[src/rtl/filter_mode_scheduler.sv]
// -----------------------------------------------------------------------------
// filter_mode_scheduler
//
// Decides which filter mode drives the video filter datapath. Mode requests
// are held as pending until the next frame boundary so the active mode never
// changes mid-frame. After each mode change (and after reset) a fixed number of
// pixel strobes is discarded while the filter pipeline refills. Only then is
// the filter output flagged as ready for display.
//
// Ports
//   clk_25MHz          in   1  pixel clock; all state changes on its rising edge
//   rst_n              in   1  synchronous active-low reset
//   mode_req           in   3  requested filter mode code
//   mode_req_valid     in   1  one-cycle strobe qualifying mode_req
//   frame_start        in   1  one-cycle pulse at the start of each frame
//   pixel_valid        in   1  active-video pixel strobe
//   active_filter_mode out  3  mode currently driving the filter datapath
//   filter_ready       out  1  filter output valid for display (RUN only)
//   mode_busy          out  1  a requested mode is waiting to be applied
//   req_err            out  1  one-cycle pulse after an illegal request
//   frame_count        out  8  frame_start pulses since reset (wraps)
// -----------------------------------------------------------------------------
module filter_mode_scheduler #(
  parameter int NUM_MODES    = 5,
  parameter int DEFAULT_MODE = 0,
  parameter int FLUSH_PX     = 9
) (
  input  logic       clk_25MHz,
  input  logic       rst_n,
  input  logic [2:0] mode_req,
  input  logic       mode_req_valid,
  input  logic       frame_start,
  input  logic       pixel_valid,
  output logic [2:0] active_filter_mode,
  output logic       filter_ready,
  output logic       mode_busy,
  output logic       req_err,
  output logic [7:0] frame_count
);

  typedef enum logic [1:0] {
    ST_RUN     = 2'd0,
    ST_PENDING = 2'd1,
    ST_FLUSH   = 2'd2
  } state_t;

  localparam logic [3:0] NUM_MODES_W    = 4'(NUM_MODES);
  localparam logic [2:0] DEFAULT_MODE_W = 3'(DEFAULT_MODE);
  localparam logic [9:0] FLUSH_TARGET   = 10'(FLUSH_PX);

  // A mode code is legal when it lies below the number of implemented modes.
  function automatic logic mode_is_legal(input logic [2:0] code);
    mode_is_legal = ({1'b0, code} < NUM_MODES_W);
  endfunction

  state_t     state_q, state_d;
  logic [2:0] active_mode_q, active_mode_d;
  logic [2:0] pending_mode_q, pending_mode_d;
  // Tracks a request latched during FLUSH; always set while in PENDING.
  logic       pending_vld_q, pending_vld_d;
  logic [9:0] flush_cnt_q, flush_cnt_d;
  logic       filter_ready_q, filter_ready_d;
  logic       mode_busy_q, mode_busy_d;
  logic       req_err_q, req_err_d;
  logic [7:0] frame_count_q, frame_count_d;

  logic       req_legal_s;
  logic [9:0] flush_cnt_inc_s;

  // Next-state and next-output computation for the scheduler FSM.
  always_comb begin
    state_d         = state_q;
    active_mode_d   = active_mode_q;
    pending_mode_d  = pending_mode_q;
    pending_vld_d   = pending_vld_q;
    flush_cnt_d     = flush_cnt_q;
    req_legal_s     = mode_req_valid && mode_is_legal(mode_req);
    req_err_d       = mode_req_valid && !mode_is_legal(mode_req);
    flush_cnt_inc_s = flush_cnt_q + 10'd1;

    // Frame counter runs in every state and wraps naturally at 8 bits.
    if (frame_start) begin
      frame_count_d = frame_count_q + 8'd1;
    end else begin
      frame_count_d = frame_count_q;
    end

    case (state_q)
      ST_RUN: begin
        // A request for the mode already active is a no-op.
        if (req_legal_s && (mode_req != active_mode_q)) begin
          pending_mode_d = mode_req;
          pending_vld_d  = 1'b1;
          state_d        = ST_PENDING;
        end else begin
          pending_vld_d  = 1'b0;
          state_d        = ST_RUN;
        end
      end

      ST_PENDING: begin
        if (frame_start) begin
          // A request arriving with the frame boundary wins over the held one.
          if (req_legal_s) begin
            active_mode_d = mode_req;
          end else begin
            active_mode_d = pending_mode_q;
          end
          pending_vld_d = 1'b0;
          flush_cnt_d   = 10'd0;
          state_d       = ST_FLUSH;
        end else if (req_legal_s) begin
          // Overwrite even when equal to the active mode: it gets re-applied.
          pending_mode_d = mode_req;
          pending_vld_d  = 1'b1;
        end else begin
          pending_vld_d  = 1'b1;
        end
      end

      ST_FLUSH: begin
        if (req_legal_s) begin
          pending_mode_d = mode_req;
          pending_vld_d  = 1'b1;
        end else begin
          pending_vld_d  = pending_vld_q;
        end
        // frame_start deliberately has no effect on the flush count here.
        if (pixel_valid) begin
          if (flush_cnt_inc_s == FLUSH_TARGET) begin
            flush_cnt_d = 10'd0;
            if (pending_vld_d) begin
              state_d = ST_PENDING;
            end else begin
              state_d = ST_RUN;
            end
          end else begin
            flush_cnt_d = flush_cnt_inc_s;
          end
        end else begin
          flush_cnt_d = flush_cnt_q;
        end
      end

      default: begin
        pending_vld_d = 1'b0;
        flush_cnt_d   = 10'd0;
        state_d       = ST_FLUSH;
      end
    endcase

    filter_ready_d = (state_d == ST_RUN);
    mode_busy_d    = pending_vld_d;
  end

  // State and output registers with synchronous active-low reset.
  always_ff @(posedge clk_25MHz) begin
    if (!rst_n) begin
      state_q        <= ST_FLUSH;
      active_mode_q  <= DEFAULT_MODE_W;
      pending_mode_q <= DEFAULT_MODE_W;
      pending_vld_q  <= 1'b0;
      flush_cnt_q    <= 10'd0;
      filter_ready_q <= 1'b0;
      mode_busy_q    <= 1'b0;
      req_err_q      <= 1'b0;
      frame_count_q  <= 8'd0;
    end else begin
      state_q        <= state_d;
      active_mode_q  <= active_mode_d;
      pending_mode_q <= pending_mode_d;
      pending_vld_q  <= pending_vld_d;
      flush_cnt_q    <= flush_cnt_d;
      filter_ready_q <= filter_ready_d;
      mode_busy_q    <= mode_busy_d;
      req_err_q      <= req_err_d;
      frame_count_q  <= frame_count_d;
    end
  end

  assign active_filter_mode = active_mode_q;
  assign filter_ready       = filter_ready_q;
  assign mode_busy          = mode_busy_q;
  assign req_err            = req_err_q;
  assign frame_count        = frame_count_q;

endmodule

[config.mk]
export PLATFORM = sky130hd
export DESIGN_NAME = filter_mode_scheduler
export DESIGN_NICKNAME = d
export VERILOG_FILES = /design/src/rtl/filter_mode_scheduler.sv
export SDC_FILE = /design/constraint.sdc
export NUM_CORES = 1
export LEC_CHECK = 0
export ABC_AREA = 1
export CAP_MARGIN = 0
export CORE_UTILIZATION = 31
export CTS_CLUSTER_DIAMETER = 150
export DETAILED_ROUTE_END_ITERATION = 8
export HOLD_SLACK_MARGIN = 0.12
export PLACE_DENSITY_LB_ADDON = 0.25
export SLEW_MARGIN = 15
export SYNTH_ARGS = -nofsm -noshare
export SYNTH_HDL_FRONTEND = slang
export SYNTH_SLANG_ARGS = --single-unit
[constraint.sdc]
create_clock -name clk_25MHz -period 1.85 [get_ports clk_25MHz]
set_input_delay 0.2775 -clock clk_25MHz [delete_from_list [all_inputs] [get_ports clk_25MHz]]
set_output_delay 0.2775 -clock clk_25MHz [all_outputs]
set_load 0.01 [all_outputs]
==> results.sh, run 1 <==
export IMPL_finalSetupViolCount=0
export IMPL_vias_per_cell=4.36
export IMPL_detail_route_wl_per_cell_um=10.2
export IMPL_die_w_um=75.8
export IMPL_diodes=0
export IMPL_fin_setup_tns_ns=0
export IMPL_final_util=0.420
export IMPL_synthCells=244
export IMPL_peakVddDrop_mv=0.388
export IMPL_path_class="reg2reg"
export IMPL_finalWeightedCongestion=0.808
export IMPL_worst_slew_pin_slew_ns=0.490
export IMPL_syn_to_final_growth_pct=28.6
export IMPL_rr_worst_depth=14
export IMPL_hp_start="frame_count[7]"
export IMPL_grt_max_degree=15
export IMPL_slew_headroom=0.673
export IMPL_startpoint="flush_cnt_q[1]"
export IMPL_synth_top_area_share=0.344
export IMPL_antenna_found_initial=0
export IMPL_post_route_cell_area_um2=2170
export IMPL_grt_pass1_wl_um=6240
export IMPL_synth_cell_types=31
export IMPL_hpwl_um=2630
export IMPL_port_buffer_count=21
export IMPL_cellLeakagePower_uw=0.000908
export IMPL_hold_class="reg2reg"
export IMPL_synth_edff_count=0
export IMPL_cts_tree="yes"
export IMPL_yosysMostFrequentCell="nand2_1"
export IMPL_status="finished clean"
export IMPL_crit_arrival_ns=1.82
export IMPL_fmax_ghz=0.607
export IMPL_first_iter_violations=33
export IMPL_drt_total_wl_um=3550
export IMPL_drc_errors=0
export IMPL_ys_seq_area_frac=0.344
export IMPL_crit_top_cell="nand2_1"
export IMPL_dr_total_vias=1522
export IMPL_globalRouteOverflowTotal=0
export IMPL_pwr_density_cell_nw_per_um2=970
export IMPL_fillers=545
export IMPL_finalCritPeriodShare=0.891
export IMPL_hold_path_end="frame_count[7]"
export IMPL_critPathSlowestCell="dfxtp_2"
export IMPL_grt_pass1_vias=1461
export IMPL_die_area_um2=5740
export IMPL_rows=26
export IMPL_clock_path_buffers=2
export IMPL_clock_latency_ns=0.28
export IMPL_floorplan_initialDensity=0.326
export IMPL_cts_sinks=29
export IMPL_cts_clk_slew_worst_paths_ns=0.07
export IMPL_holdPathStages=2
export IMPL_reg2reg_from="flush_cnt_q[1]"
export IMPL_cp_required_ns=2.03
export IMPL_slowest_delay_ns=0.37
export IMPL_critPathLaunchType="flip-flop"
export IMPL_path_cells="ha_2, nand2_2, nor2_4, nand2_1, nand2_1, nand2_2, inv_2, nand2_4, nor2_8, nand3_2, nand2_1, nand3_2, nand2_1, a21oi_2"
export IMPL_synth_common_cells="nand2_1 (60), inv_1 (37), dfxtp_1 (29), nor2_1 (19), a21oi_1 (16)"
export IMPL_period_minus_slack_ns=1.65
export IMPL_r2r_end="filter_ready"
export IMPL_reg2reg_slack_ns=0.20
export IMPL_die_y_um=75.8
export IMPL_h_tree_depth=2
export IMPL_synth_nets=260
export IMPL_syn_cell_area_um2=1690
export IMPL_hold_viol=0
export IMPL_cts_root_buf="clkbuf_8"
export IMPL_critPathMaxFanout=5
export IMPL_dpl_cell_area_um2=2040
export IMPL_fin_nets=294
export IMPL_yosysTopAreaCell="dfxtp_1"
export IMPL_synth_main_ff_cell="dfxtp_1"
export IMPL_rsz0062_at_grt="yes"
export IMPL_avgSynthCellArea_um2=6.92
export IMPL_netlist_top_cells_area="dfxtp_1 (34%), nand2_1 (13%), inv_1 (8.2%), ha_1 (5.9%), a21oi_1 (4.7%)"
export IMPL_dr_pass1_iters=4
export IMPL_ys_warn_count=0
export IMPL_ant_nets=0
export IMPL_holdBufCountCts=0
export IMPL_track_usage=0.144
export IMPL_ys_seq_elements=29
export IMPL_fin_cells=349
export IMPL_max_cap_violations=0
export IMPL_fin_worst_skew_ns=0.00801
export IMPL_io_pin_count=22
export IMPL_drive_above_1_share=0.183
export IMPL_async_flop_share=0
export IMPL_numCtsBuffers=5
export IMPL_slew_violations=0
export IMPL_end_kind="flip-flop"
export IMPL_place_inst=341
export IMPL_core_area_um2=5170
==> worst max path at each step <==
stage                              to  depth (start not counted)  slack (ns)
floorplan              flush_cnt_q[0]                         10        0.26
global placement    pending_mode_q[1]                         10       -0.07
detailed placement  pending_mode_q[1]                         10       -0.08
CTS                      filter_ready                         14        0.13
global route             filter_ready                         14      -0.008
finish                   filter_ready                         14        0.20
==> through the flow <==
| stage | hold slack (ns) | setup WS [ns] | power (µW) |
|---|---|---|---|
| 3_5_place_dp | 0.458 | -0.0849 | 1420 |
| 2_1_floorplan | 0.398 | 0.263 | 1200 |
| 5_1_grt | 0.499 | -0.00815 | 2260 |
| 4_1_cts | 0.469 | 0.133 | 2140 |
| 6_report | 0.472 | 0.202 | 2110 |
| 3_3_place_gp | 0.452 | -0.0702 | 1420 |
==> cell usage in the layout, fill, tap and decap left out, types with 7 or more instances in the layout <==
| cell type | synthesis | layout |
|---|---|---|
| o21ai_0 | 12 | 12 |
| nand2_1 | 60 | 60 |
| buf_4 | 0 | 8 |
| nand3_1 | 12 | 12 |
| clkdlybuf4s50_1 | 0 | 21 |
| dfxtp_1 | 29 | 28 |
| nor2_1 | 19 | 19 |
| ha_1 | 8 | 7 |
| a21oi_1 | 16 | 16 |
| inv_1 | 37 | 37 |
==> cell families after synthesis <==
kind of cell,count (synthesis),share of synthesized area
DFF,29,0.344
xor gates and xnor gates,1,0.00519
adders and majority gates,8,0.0593
AOI/OAI and AO/OA,40,0.139
buffers and inverters,44,0.0978
and+or+nand+nor,122,0.355
==> sequential cells by signal, summed over array words and instances, names as in the netlist <==
name,count
active_filter_mode,3
filter_ready,1
flush_cnt_q,10
frame_count,8
mode_busy,1
pending_mode_q,3
req_err,1
state_q,2
==> power breakdown <==
group	switching (µW)	total [µW]	internal, µW	leakage [µW]
logic	373	630	257	0.000614
registers	67.2	781	714	0.000236
clock network	257	694	438	0.0000574
==> area by class of cell <==
cell class              instances  area [µm²]  area share
inverters                      42         158      0.0726
well taps                      70        87.6      0.0403
multi-input cells             171         953       0.439
flip-flops and latches         29         582       0.268
clock inverters                 2        37.5      0.0173
repair buffers                 29         270       0.124
clock buffers                   6        82.6      0.0380
==> routing by layer <==
layer  global-route usage  vias to the layer above  share of wire
li1                     -                      841              -
met1                0.181                      662           0.52
met2                0.239                       14           0.45
met3               0.0357                        5          0.025
met4               0.0494                        0          0.011
met5                    0                        -              0
==> worst max-delay path, delay by kind of cell (launching register included) <==
| kind | cells | cell delay [ns] |
|---|---|---|
| and+or+nand+nor | 11 | 0.87 |
| DFF | 1 | 0.37 |
| adders and majority gates | 1 | 0.20 |
| buffers and inverters | 1 | 0.06 |
| AOI/OAI and AO/OA | 1 | 0.05 |
==> what timing repair did <==
action / CTS / global route
resized for setup: 0 / 4
setup buffers: 0 / 0
setup endpoints to repair: 0 / 3
(Power assumes the default switching activity.)
==> run 2: changes to the inputs <==
CAP_MARGIN = 20   (was 0)
==> results of run 2 <==
Same layout as run 1: the final DEF is identical, and so are final timing and power.
